File: config.mk
export PLATFORM = sky130hd
export DESIGN_NAME = decode_issue_ctrl_flat
export DESIGN_NICKNAME = d
export VERILOG_FILES = /design/src/rtl/decode_issue_ctrl_if.sv /design/src/rtl/decode_issue_ctrl.sv /design/src/flat_wrapper.sv
export SDC_FILE = /design/constraint.sdc
export NUM_CORES = 1
export LEC_CHECK = 0
export BUFFER_PORTS_ARGS = -buffer_cell sky130_fd_sc_hd__buf_2
export CORE_ASPECT_RATIO = 0.6
export CORE_UTILIZATION = 30
export DETAILED_ROUTE_END_ITERATION = 8
export GPL_TIMING_DRIVEN = 0
export HOLD_SLACK_MARGIN = 0.1
export SLEW_MARGIN = 15
export SYNTH_ARGS = -nofsm -noshare
export SYNTH_HDL_FRONTEND = slang
export SYNTH_SLANG_ARGS = --single-unit
File: constraint.sdc
create_clock -name clk -period 17.1 [get_ports clk]
set_input_delay 2.565 -clock clk [delete_from_list [all_inputs] [get_ports clk]]
set_output_delay 2.565 -clock clk [all_outputs]
set_load 0.01 [all_outputs]
File: src/rtl/decode_issue_ctrl_if.sv
// Handshake bundle between fetch, the decode sequencer, the sign-extender and execute.
// The slave modport is the decode stage; the master modport is its environment.
interface decode_issue_ctrl_if #(
  parameter int PC_W = 64
);
  logic            in_valid;
  logic            in_ready;
  logic [31:0]     in_instr;
  logic [PC_W-1:0] in_pc;
  logic [1:0]      imm_src;
  logic [63:0]     imm_in;
  logic            out_valid;
  logic            out_ready;
  logic [PC_W-1:0] out_pc;
  logic [63:0]     out_imm;
  logic [4:0]      out_rd;
  logic [2:0]      out_kind;
  logic            out_illegal;

  modport slave (
    input  in_valid, in_instr, in_pc, imm_in, out_ready,
    output in_ready, imm_src, out_valid, out_pc, out_imm, out_rd, out_kind, out_illegal
  );

  modport master (
    output in_valid, in_instr, in_pc, imm_in, out_ready,
    input  in_ready, imm_src, out_valid, out_pc, out_imm, out_rd, out_kind, out_illegal
  );
endinterface

File: src/rtl/decode_issue_ctrl.sv
// Decode-stage sequencer: one-entry stage register feeding an in-order FIFO of
// classified instructions with their 64-bit immediates.
module decode_issue_ctrl #(
  parameter int DEPTH = 2,
  parameter int PC_W  = 64
) (
  input logic                clk,
  input logic                reset,
  input logic                flush,
  decode_issue_ctrl_if.slave bus
);

  localparam int AW = (DEPTH > 1) ? $clog2(DEPTH) : 1;
  localparam logic [AW:0] CNT_FULL = (AW+1)'(DEPTH);

  typedef enum logic [2:0] {
    KIND_R   = 3'd0,
    KIND_I   = 3'd1,
    KIND_S   = 3'd2,
    KIND_B   = 3'd3,
    KIND_J   = 3'd4,
    KIND_U   = 3'd5,
    KIND_ILL = 3'd7
  } kind_e;

  typedef struct packed {
    logic [PC_W-1:0] pc;
    logic [63:0]     imm;
    logic [4:0]      rd;
    logic [2:0]      kind;
    logic            illegal;
  } entry_t;

  logic            sValid_q, sValid_d;
  logic [31:0]     sInstr_q, sInstr_d;
  logic [PC_W-1:0] sPc_q, sPc_d;
  logic [AW:0]     count_q, count_d;
  logic [AW-1:0]   wrPtr_q, wrPtr_d;
  logic [AW-1:0]   rdPtr_q, rdPtr_d;
  entry_t          mem_q [DEPTH];

  logic [6:0] opcode;
  kind_e      kind;
  logic       illegal;
  logic [63:0] imm;
  logic       accept;
  logic       drain;
  logic       consume;
  entry_t     wrEntry;
  entry_t     head;
  logic       unusedImmHi;

  // The extender only produces a 32-bit result; its upper half is discarded.
  assign unusedImmHi = ^bus.imm_in[63:32];

  assign opcode = sInstr_q[6:0];

  always_comb begin
    bus.imm_src = 2'b00;
    case (opcode)
      7'b0100011: bus.imm_src = 2'b01;
      7'b1100011: bus.imm_src = 2'b10;
      7'b1101111: bus.imm_src = 2'b11;
      default:    bus.imm_src = 2'b00;
    endcase
  end

  always_comb begin
    kind    = KIND_ILL;
    illegal = 1'b1;
    case (opcode)
      7'b0110011, 7'b0111011: begin
        kind = KIND_R; illegal = 1'b0;
      end
      7'b0010011, 7'b0011011, 7'b0000011, 7'b1100111, 7'b1110011: begin
        kind = KIND_I; illegal = 1'b0;
      end
      7'b0100011: begin
        kind = KIND_S; illegal = 1'b0;
      end
      7'b1100011: begin
        kind = KIND_B; illegal = 1'b0;
      end
      7'b1101111: begin
        kind = KIND_J; illegal = 1'b0;
      end
      7'b0110111, 7'b0010111: begin
        kind = KIND_U; illegal = 1'b0;
      end
      default: begin
        kind = KIND_ILL; illegal = 1'b1;
      end
    endcase
  end

  // U-type immediates never go through the extender; they are built from the word itself.
  always_comb begin
    imm = 64'd0;
    case (kind)
      KIND_I, KIND_S, KIND_B, KIND_J: imm = {{32{bus.imm_in[31]}}, bus.imm_in[31:0]};
      KIND_U:                         imm = {{32{sInstr_q[31]}}, sInstr_q[31:12], 12'b0};
      default:                        imm = 64'd0;
    endcase
  end

  assign bus.in_ready = !sValid_q || (count_q < CNT_FULL);
  assign accept       = bus.in_valid && bus.in_ready;
  assign drain        = sValid_q && (count_q < CNT_FULL);
  assign consume      = bus.out_valid && bus.out_ready;

  always_comb begin
    wrEntry         = '0;
    wrEntry.pc      = sPc_q;
    wrEntry.imm     = imm;
    wrEntry.rd      = sInstr_q[11:7];
    wrEntry.kind    = kind;
    wrEntry.illegal = illegal;
  end

  always_comb begin
    sValid_d = sValid_q;
    sInstr_d = sInstr_q;
    sPc_d    = sPc_q;
    count_d  = count_q;
    wrPtr_d  = wrPtr_q;
    rdPtr_d  = rdPtr_q;
    if (drain) begin
      sValid_d = 1'b0;
      wrPtr_d  = wrPtr_q + AW'(1);
    end
    if (accept) begin
      sValid_d = 1'b1;
      sInstr_d = bus.in_instr;
      sPc_d    = bus.in_pc;
    end
    if (consume) begin
      rdPtr_d = rdPtr_q + AW'(1);
    end
    case ({drain, consume})
      2'b10:   count_d = count_q + (AW+1)'(1);
      2'b01:   count_d = count_q - (AW+1)'(1);
      default: count_d = count_q;
    endcase
    // A redirect squashes everything in flight but keeps the ring position.
    if (flush) begin
      sValid_d = 1'b0;
      count_d  = '0;
      wrPtr_d  = wrPtr_q;
      rdPtr_d  = rdPtr_q;
    end
  end

  always_ff @(posedge clk) begin
    if (!reset) begin
      sValid_q <= 1'b0;
      sInstr_q <= '0;
      sPc_q    <= '0;
      count_q  <= '0;
      wrPtr_q  <= '0;
      rdPtr_q  <= '0;
    end else begin
      sValid_q <= sValid_d;
      sInstr_q <= sInstr_d;
      sPc_q    <= sPc_d;
      count_q  <= count_d;
      wrPtr_q  <= wrPtr_d;
      rdPtr_q  <= rdPtr_d;
    end
  end

  always_ff @(posedge clk) begin
    if (reset && !flush && drain) begin
      mem_q[wrPtr_q] <= wrEntry;
    end
  end

  // Head fields are forced to zero whenever the FIFO is empty.
  assign head            = mem_q[rdPtr_q];
  assign bus.out_valid   = (count_q != '0);
  assign bus.out_pc      = bus.out_valid ? head.pc      : '0;
  assign bus.out_imm     = bus.out_valid ? head.imm     : '0;
  assign bus.out_rd      = bus.out_valid ? head.rd      : '0;
  assign bus.out_kind    = bus.out_valid ? head.kind    : '0;
  assign bus.out_illegal = bus.out_valid ? head.illegal : 1'b0;

endmodule

File: src/flat_wrapper.sv
// flat-port wrapper written by rule: the top's interface ports become plain ports
module decode_issue_ctrl_flat 
#(
  parameter int DEPTH = 2,
  parameter int PC_W  = 64
)
  (clk, reset, flush, bus_in_valid, bus_in_instr, bus_in_pc, bus_imm_in, bus_out_ready, bus_in_ready, bus_imm_src, bus_out_valid, bus_out_pc, bus_out_imm, bus_out_rd, bus_out_kind, bus_out_illegal);
  decode_issue_ctrl_if #(.PC_W(PC_W)) bus_i ();
  input logic clk;
  input logic reset;
  input logic flush;
  input wire logic [$bits(bus_i.in_valid)-1:0] bus_in_valid;
  input wire logic [$bits(bus_i.in_instr)-1:0] bus_in_instr;
  input wire logic [$bits(bus_i.in_pc)-1:0] bus_in_pc;
  input wire logic [$bits(bus_i.imm_in)-1:0] bus_imm_in;
  input wire logic [$bits(bus_i.out_ready)-1:0] bus_out_ready;
  output wire logic [$bits(bus_i.in_ready)-1:0] bus_in_ready;
  output wire logic [$bits(bus_i.imm_src)-1:0] bus_imm_src;
  output wire logic [$bits(bus_i.out_valid)-1:0] bus_out_valid;
  output wire logic [$bits(bus_i.out_pc)-1:0] bus_out_pc;
  output wire logic [$bits(bus_i.out_imm)-1:0] bus_out_imm;
  output wire logic [$bits(bus_i.out_rd)-1:0] bus_out_rd;
  output wire logic [$bits(bus_i.out_kind)-1:0] bus_out_kind;
  output wire logic [$bits(bus_i.out_illegal)-1:0] bus_out_illegal;
  assign bus_i.in_valid = bus_in_valid;
  assign bus_i.in_instr = bus_in_instr;
  assign bus_i.in_pc = bus_in_pc;
  assign bus_i.imm_in = bus_imm_in;
  assign bus_i.out_ready = bus_out_ready;
  assign bus_in_ready = bus_i.in_ready;
  assign bus_imm_src = bus_i.imm_src;
  assign bus_out_valid = bus_i.out_valid;
  assign bus_out_pc = bus_i.out_pc;
  assign bus_out_imm = bus_i.out_imm;
  assign bus_out_rd = bus_i.out_rd;
  assign bus_out_kind = bus_i.out_kind;
  assign bus_out_illegal = bus_i.out_illegal;
  decode_issue_ctrl #(.DEPTH(DEPTH), .PC_W(PC_W)) u_core (.clk(clk), .reset(reset), .flush(flush), .bus(bus_i));
endmodule
After elaboration in Yosys (flattened, before gate mapping) --
Memory sizes are Yosys's and may differ from the RTL's. A register that Yosys moved wholly into a read port is not among the register bits. Cells that the tools add are included.
Word-level totals: flip-flop bits (word level) 101, memory bits (writable) 274, input bits 165, output and inout bits 141, word-level logic and storage cells 68, memories kept 1
Memory list:
- u_core.mem_q | depth 2, bits a word 137, read ports 1, clocked after memory_dff 1, write ports 1, RTL line decode_issue_ctrl.sv:40 | entry_t mem_q [DEPTH];
Cells by class: add/subtract/negate cells 4, magnitude comparators 1, eq/ne operators 19, mux-type cells 16, bitwise gates (word level) 2, reduce and logical (&&, ||, !) cells 19
Operators with widths (count):
- 64-bit 2-to-1 mux | 2
- 64-bit one-hot mux with 2 select lines | 1
- 7-bit by 6-bit == test with 1-bit output (second input constant) | 4
- 7-bit == test (second input constant) | 4
- 7-bit by 5-bit == test with 1-bit output (second input constant) | 3
- 3-bit one-hot mux with 6 select lines | 1
- 12-bit OR reduction | 1
- 1-bit 2-to-1 mux | 8
- 7-bit by 2-bit == test with 1-bit output (second input constant) | 1
- 3-bit by 2-bit == test with 1-bit output (second input constant) | 2
- 3-bit == test (second input constant) | 2
- 2-bit one-hot mux with 3 select lines | 1
- 2-bit nonzero test | 3
- 2-bit OR reduction | 3
- 1-bit logical AND | 5
- 5-bit 2-to-1 mux | 1
- 5-bit OR reduction | 1
- 2-bit one-hot mux with 2 select lines | 1
- 2-bit AND reduction | 2
- 4-bit OR reduction | 1
- 3-bit by 1-bit == test with 1-bit output (second input constant) | 1
- 3-bit 2-to-1 mux | 1
- 1-bit adder (second input constant) | 2
- 2-bit by 1-bit adder with 2-bit output (second input constant) | 1
- 7 further kinds | 9

Depth between registers and ports, before layout --
Gate-level depths: netlist of run 1.
depth in word-level cells 6, mapped depth 8, gate-level depth less buffers 7

Least setup slack after synthesis of run 1 --
OpenSTA, ideal clock, no wires.
path kind input -> register, start point input port reset, end point memory u_core.mem_q[0][0] (netlist name) (enable), setup time 0.697 ns, data arrival time 9.951 ns, data required time 16.403 ns, setup slack 6.452 ns, stages on the path 3, buffers on the path 1, cells stage by stage buf_2 -> nand2b_1 -> nor3_1
Between the ends: word-level cells in the longest chain between the ends 4
RTL lines:
- start: declaration | RTL line flat_wrapper.sv:10 | input logic reset;
- 1-bit logical AND (2 in series) | RTL line decode_issue_ctrl.sv:172 | if (reset && !flush && drain) begin
- 1-bit 2-to-1 mux | RTL line decode_issue_ctrl.sv:172
- 1-bit 2-to-1 mux (implied by the code) | RTL line decode_issue_ctrl.sv:173 | mem_q[wrPtr_q] <= wrEntry;
- end: declaration | RTL line decode_issue_ctrl.sv:40
No other way between the ends.

Worst setup path after layout of run 1 --
start point register u_core.count_q[1], end point output port bus_out_imm[52]
Between the ends: word-level cells in the longest chain between the ends 2
RTL lines:
- start: declaration | RTL line decode_issue_ctrl.sv:37 | logic [AW:0] count_q, count_d;
- start signal: assignment | RTL line decode_issue_ctrl.sv:165 | count_q <= count_d;
- 2-bit nonzero test | RTL line decode_issue_ctrl.sv:179 | assign bus.out_valid = (count_q != '0);
- 64-bit 2-to-1 mux | RTL line decode_issue_ctrl.sv:181 | assign bus.out_imm = bus.out_valid ? head.imm : '0;
- end: declaration | RTL line flat_wrapper.sv:21 | output wire logic [$bits(bus_i.out_imm)-1:0] bus_out_imm;
No other way between the ends.

==> metrics.txt, run 1 <==
status=complete, no violations; post-layout min period=between 5 and 6 ns; die width=264.6 um; I/O pin count=306; Fin Setup TNS=0 ns; flops & latches, synth=312; Max Root-Sink Buffers=3; share of cells above drive strength 1=0.3119; Skew-Pair Late Insertion Delay=0.51 ns; P per Cell Area=103.3 nW/um^2; final instance area=15820 um^2; Mean Syn Cell Area=12.33 um^2; die height=~160 um; setup slack at placement=12.18 ns; clk_skew=0.02038 ns; final setup vio count=0; GRT overflow=0; final WL=32570 um; CTS tree=yes; Top FF cell, synth=edfxtp_1; critical path class=reg2out; EDFF count, synth=210; Clock Sinks=312; post-DP HPWL=23930 um; IR drop worst, VDD=53.39 uV; Final nets=1509; Vias=~8.5k; H-tree Lvls=2; first-pass GRT wire length=48610 um; Pwr Total=1.635 mW; area leader, netlist=edfxtp_1; Post-Syn Area=12410 um^2; router iterations before antenna repair=5; WP data required=~15 ns; area grow syn2layout=27.48%; CP arrival=2.78 ns; ANT nets after route=0; most common cell in the netlist=edfxtp_1; Register-to-Register Path Depth=7; RSZ-0062 raised after global routing=false; area share of the largest cell type after synthesis=0.5080; Yosys cell types=34; pin count of the biggest net entering global routing=30; reg2reg setup slack=14.44 ns; Slew @ Worst Pin=0.8243 ns; initial DRC count=399; Post-synth ARST share=0; Placement Cell Area=~15000 um^2; Post-CTS Resized=0; largest cells by area after synthesis=edfxtp_1 (51%), dfxtp_1 (16%), mux2i_1 (8.5%), nand2_1 (6.0%), a21boi_1 (5.9%); HP Class=reg2reg; die area=42220 um^2; Worst Setup SP=u_core.count_q[1]; antenna violations before repair=5; commonest cells in the netlist=edfxtp_1 (210), nand2_1 (200), nor2_1 (113); Core ar.=40650 um^2; fmax=187.0 MHz; Site Rows=57; Critical Path Fanout Max=29; Final period util=0.3127; DRC violations left=0; P_leak=6.236 nW; RR Endpoint=u_core.count_q[1]; Initial Util=0.3054; final setup margin=11.75 ns; crit end category=output pin; worst reg2reg startpoint=u_core.count_q[1]; CTS Hold Bufs=0; Clock transition at path regs=0.06 ns; CTS Root Cell=clkbuf_16; GPL Wtd Cong=0.7690; Warnings, synthesis=0; Fin. Hold Viols=0; crit path launch type=flip-flop; Setup Fix Bufs, Post-CTS=0; vias in the first global route=8364; Slew Viols, Final=0; Setup crit end=bus_out_imm[52]; maxcap violations=0; Num CTS Buffers=34; Synth Net Count=1173; GRT Overall Usage=0.1530; register area share after synthesis=0.6725; Avg WL per Cell=17.14 um; Max-slew headroom=0.4485; PortBufs=272; Vias/cell=about 4.5; cells after synthesis=1007
metrics by stage:
stage	instances	util	hold slack, ns
after floorplan	1007	-	0.4254
after detailed placement	1838	0.3621	0.4366
final	1900	0.3893	0.4464
after CTS	1897	0.3891	0.4503
after global placement	1810	0.3552	0.4291
after global routing	1899	0.3892	0.4503
how the worst min path moves through the flow:
stage                                      end              from  slack [ns]  cells after the start
after CTS                  u_core.mem_q[1][91]  u_core.sPc_q[18]        0.45                      0
after detailed placement   u_core.mem_q[0][91]  u_core.sPc_q[18]        0.44                      0
after global routing      u_core.mem_q[0][121]  u_core.sPc_q[48]        0.45                      0
final                     u_core.mem_q[0][121]  u_core.sPc_q[48]        0.45                      0
after floorplan           u_core.mem_q[0][100]  u_core.sPc_q[27]        0.43                      0
after global placement    u_core.mem_q[0][133]  u_core.sPc_q[60]        0.43                      0
logic make-up (layout without fill, tap and decap cells):
logic type,count (synthesis),in the layout,share of synthesized area
AOI/OAI and AO/OA,135,135,0.08144
xor gates and xnor gates,3,3,0.002117
adders and majority gates,1,1,0.001008
buffers and inverters,101,460,0.04455
DFF,312,312,0.6725
muxes,105,105,0.08467
other,0,3,0
and+or+nand+nor,350,350,0.1137
worst max-delay path: stages (launching register included):
cell and delay, ns:
dfxtp_1 0.35, nor2_1 0.64, clkbuf_1 0.61, nor2_2 0.17, buf_6 0.22, buf_4 0.14, buf_2 0.13
state kept, by name, indices dropped and copies added, names as in the netlist, named ones only:
signal	cells
u_core.mem_q	210
u_core.sPc_q	64
u_core.sInstr_q	32
u_core.count_q	2
u_core.rdPtr_q	1
u_core.sValid_q	1
u_core.wrPtr_q	1
metal layers:
| layer | global-route usage | wire length [um] | vias to the layer above |
|---|---|---|---|
| met5 | 0 | 0 | - |
| met4 | 0.03832 | 712 | 0 |
| met3 | 0.03310 | 1660 | 50 |
| met2 | 0.2518 | 14970 | 216 |
| met1 | 0.2048 | 15230 | 4077 |
| li1 | - | - | 4148 |
layout by cell type, fill, tap and decap left out, types with 2 or more instances in the layout:
| cell type | count |
|---|---|
| clkbuf_8 | 3 |
| a21oi_1 | 5 |
| dfxtp_1 | 102 |
| a22o_1 | 20 |
| diode_2 | 3 |
| a21boi_1 | 97 |
| mux2i_1 | 105 |
| or3_1 | 2 |
| o21ai_0 | 7 |
| nor3_2 | 2 |
| buf_4 | 48 |
| clkbuf_16 | 36 |
| buf_1 | 5 |
| inv_2 | 2 |
| and2_1 | 18 |
| nor2_1 | 112 |
| buf_6 | 15 |
| nor4_1 | 2 |
| buf_2 | 306 |
| nand2_1 | 200 |
| inv_1 | 2 |
| nor3_1 | 3 |
| clkbuf_1 | 31 |
| clkinv_2 | 5 |
| edfxtp_1 | 210 |
| xor2_1 | 2 |
| nand2b_1 | 5 |
| bufinv_16 | 2 |
| clkinv_4 | 2 |
cell type report:
cell class | count | area, um^2
clock buffers | 47 | 972.2
clock inverters | 12 | 126.4
diodes | 3 | 7.507
inverters | 4 | 15.01
repair buffers | 300 | 1628
well taps | 531 | 664.4
fillers | 4006 | 24830
plain buffers | 97 | 538.0
multi-input cells | 594 | 3525
flip-flops and latches | 312 | 8348
report_power, final:
group / total [mW] / internal (mW) / switching (mW)
sequential: 0.826 / 0.817 / 0.00893
combinational: 0.0840 / 0.0354 / 0.0486
clock: 0.725 / 0.430 / 0.295
total: 1.64 / 1.28 / 0.352
Note: power is estimated with default switching activity, not from simulation.
==> run 2: changes to the inputs <==
Clock period 17.1 ns to 5.4 ns, I/O delays scaled along.
==> metrics.txt, run 2 (synthesis results as in run 1) <==
CTS Root Cell=clkbuf_16; initial DRC count=362 (-9.3%); Clock Sinks=312 (unchanged); Critical Path Fanout Max=29 (unchanged); vias in the first global route=8405 (+0.49%); fillers=3991 (-0.37%); most flop-heavy register=u_core.mem_q; die height=159.6 um (unchanged); status=complete, no violations; max reg flops=210 (unchanged); GRT overflow=0 (unchanged); WP data required=4.59 ns (-9.94 ns); critical path's slowest cell=nor2_1; antenna violations before repair=6 (+1); CP max stage delay=0.60 ns (-0.04 ns); DRC violations left=0 (unchanged); final setup margin=1.826 ns (-9.928 ns); Setup Fix Bufs, Post-CTS=0 (unchanged); final non-filler cell total=1889 (-0.58%); commonest non-fill, non-tap cell in the layout=buf_2; router iterations before antenna repair=5 (unchanged); commonest cells after routing, fill and taps aside=buf_2 (306), edfxtp_1 (210), nand2_1 (200); Comb pwr share=0.052 (about the same); post-DP HPWL=23640 um (-1.2%); H-tree Lvls=1 (-1); Num CTS Buffers=31 (-8.8%); area taken by multi-input logic gates=3537 um^2 (+0.35%); metal2 WL=14940 um (-0.14%); crit end category=output pin; Core ar.=40650 um^2 (unchanged); P_leak=6.189 nW (-0.76%); crit path launch type=flip-flop; CP arrival=2.76 ns (-0.02 ns); Final nets=1495 (-0.93%); Vias=8367 (-1.5%); critical path class=reg2out; PortBufs=272 (unchanged); CTS tree=yes; crit-path leading delay family=buffers and inverters; Max-slew headroom=0.4853 (+0.03679); DR WL met3=1535 um (-7.5%); Final period util=0.6619; share of cells above drive strength 1=0.3072 (-0.004622); Slew @ Worst Pin=0.7721 ns (-0.05215 ns); clock share of power=0.431 (-0.012); Skew-Pair Late Insertion Delay=0.56 ns (+0.05 ns); biggest regs=u_core.mem_q: 210 flops, u_core.sPc_q: 64 flops, u_core.sInstr_q: 32 flops; Crit path buffers/inverters=4 (unchanged); Post-CTS Resized=0 (unchanged); CTS Hold Bufs=0 (unchanged); RSZ-0062 raised after global routing=false; uppermost layer routed=met5; Clock transition at path regs=0.06 ns (about the same); Placed Cells=1827 (-0.60%); I/O pin count=306 (unchanged); final setup vio count=0 (unchanged); area grow syn2layout=27.40% (about the same); ANT nets after route=0 (unchanged); die width=264.6 um (unchanged); Site Rows=57 (unchanged); switching share of power=0.2172 (+0.001604); Vias/cell=4.429 (-0.89%); Initial Util=0.3054 (unchanged); Avg WL per Cell=17.02 um (-0.73%); Max Root-Sink Buffers=3 (unchanged); HP Class=reg2reg; Slew Viols, Final=0 (unchanged); clk_skew=0.009286 ns (-0.01110 ns); M1 WL=15050 um (-1.2%); first-pass GRT wire length=48690 um (+0.17%); die area=42220 um^2 (unchanged); Fin Setup TNS=0 ns (unchanged); Sequential Power Share=0.517 (+0.012); NetSw=1.099 mW (+210%); Fin. Hold Viols=0 (unchanged); post-layout min period=3.574 ns; P per Cell Area=320.1 nW/um^2 (+210%); IR drop worst, VDD=209.4 uV (+290%); P_int=3.963 mW (+210%); setup slack at placement=2.265 ns (-9.912 ns); GPL Wtd Cong=0.7822 (+1.7%); final WL=32150 um (-1.3%); fmax=279.8 MHz; maxcap violations=0 (unchanged); GRT Overall Usage=0.1507 (-0.002379); register area=8348 um^2 (unchanged); pin count of the biggest net entering global routing=30 (unchanged); crit-path cells=nor2_1 -> clkbuf_1 -> nor2_2 -> buf_6 -> buf_4 -> buf_2
[run 2: cell count changes in the layout (fill, tap and decap cells not counted), sizes merged]
| cell | delta |
|---|---|
| inv | -1 |
| buf | -11 |
| clkbuf | -2 |
| clkinvlp | +2 |
| diode | +1 |
[run 2: cell type report]
cell class	instances	area share
clock buffers	45	0.05744
repair buffers	289	0.1052
multi-input cells	594	0.2237
plain buffers	97	0.03402
well taps	531	0.04201
inverters	4	0.0009494
flip-flops and latches	312	0.5279
clock inverters	13	0.008229
diodes	4	0.0006330
[run 2: path summary, 6_finish.rpt]
path	endpoint	from	cells past startpoint	slack, ns
worst max register to register	u_core.count_q[1]	u_core.count_q[0]	7	2.80
worst min register to register	u_core.mem_q[1][88]	u_core.sPc_q[15]	0	0.45
worst min-delay path	u_core.mem_q[1][88]	u_core.sPc_q[15]	0	0.45
worst max-delay path	bus_out_imm[56]	u_core.count_q[0]	6	1.83
[run 2: power by group through the flow]
stage / clock network, mW / logic [mW] / registers [mW]
finish: 2.18 / 0.266 / 2.62
CTS: 2.24 / 0.272 / 2.62
global route: 2.34 / 0.296 / 2.62
detailed placement: 0 / 0.270 / 2.67
floorplan: 0 / 0.144 / 2.66
global placement: 0 / 0.261 / 2.67
[run 2: metal layers]
metal | up-vias | GRT usage
met5 | - | 0
met4 | 2 | 0.04096
met3 | 46 | 0.03062
met2 | 197 | 0.2489
met1 | 3990 | 0.2008
li1 | 4132 | -
[run 2: through the flow]
stage	total power, mW	utilization	area [um^2]	hold WS (ns)
6_report	5.062	0.3890	15810	0.4496
5_1_grt	5.254	0.3890	15810	0.4429
4_1_cts	5.131	0.3888	15800	0.4348
3_5_place_dp	2.938	0.3632	14770	0.4383
3_3_place_gp	2.928	0.3554	14450	0.4296
2_1_floorplan	2.805	-	12420	0.4254
[run 2: worst register-to-register path, cell delays in order (launching register included)]
cell	delay (ns)
dfxtp_1	0.34
nor2_1	0.60
buf_2	0.51
inv_2	0.08
and2_1	0.17
ha_1	0.32
or3_1	0.38
a21oi_1	0.14
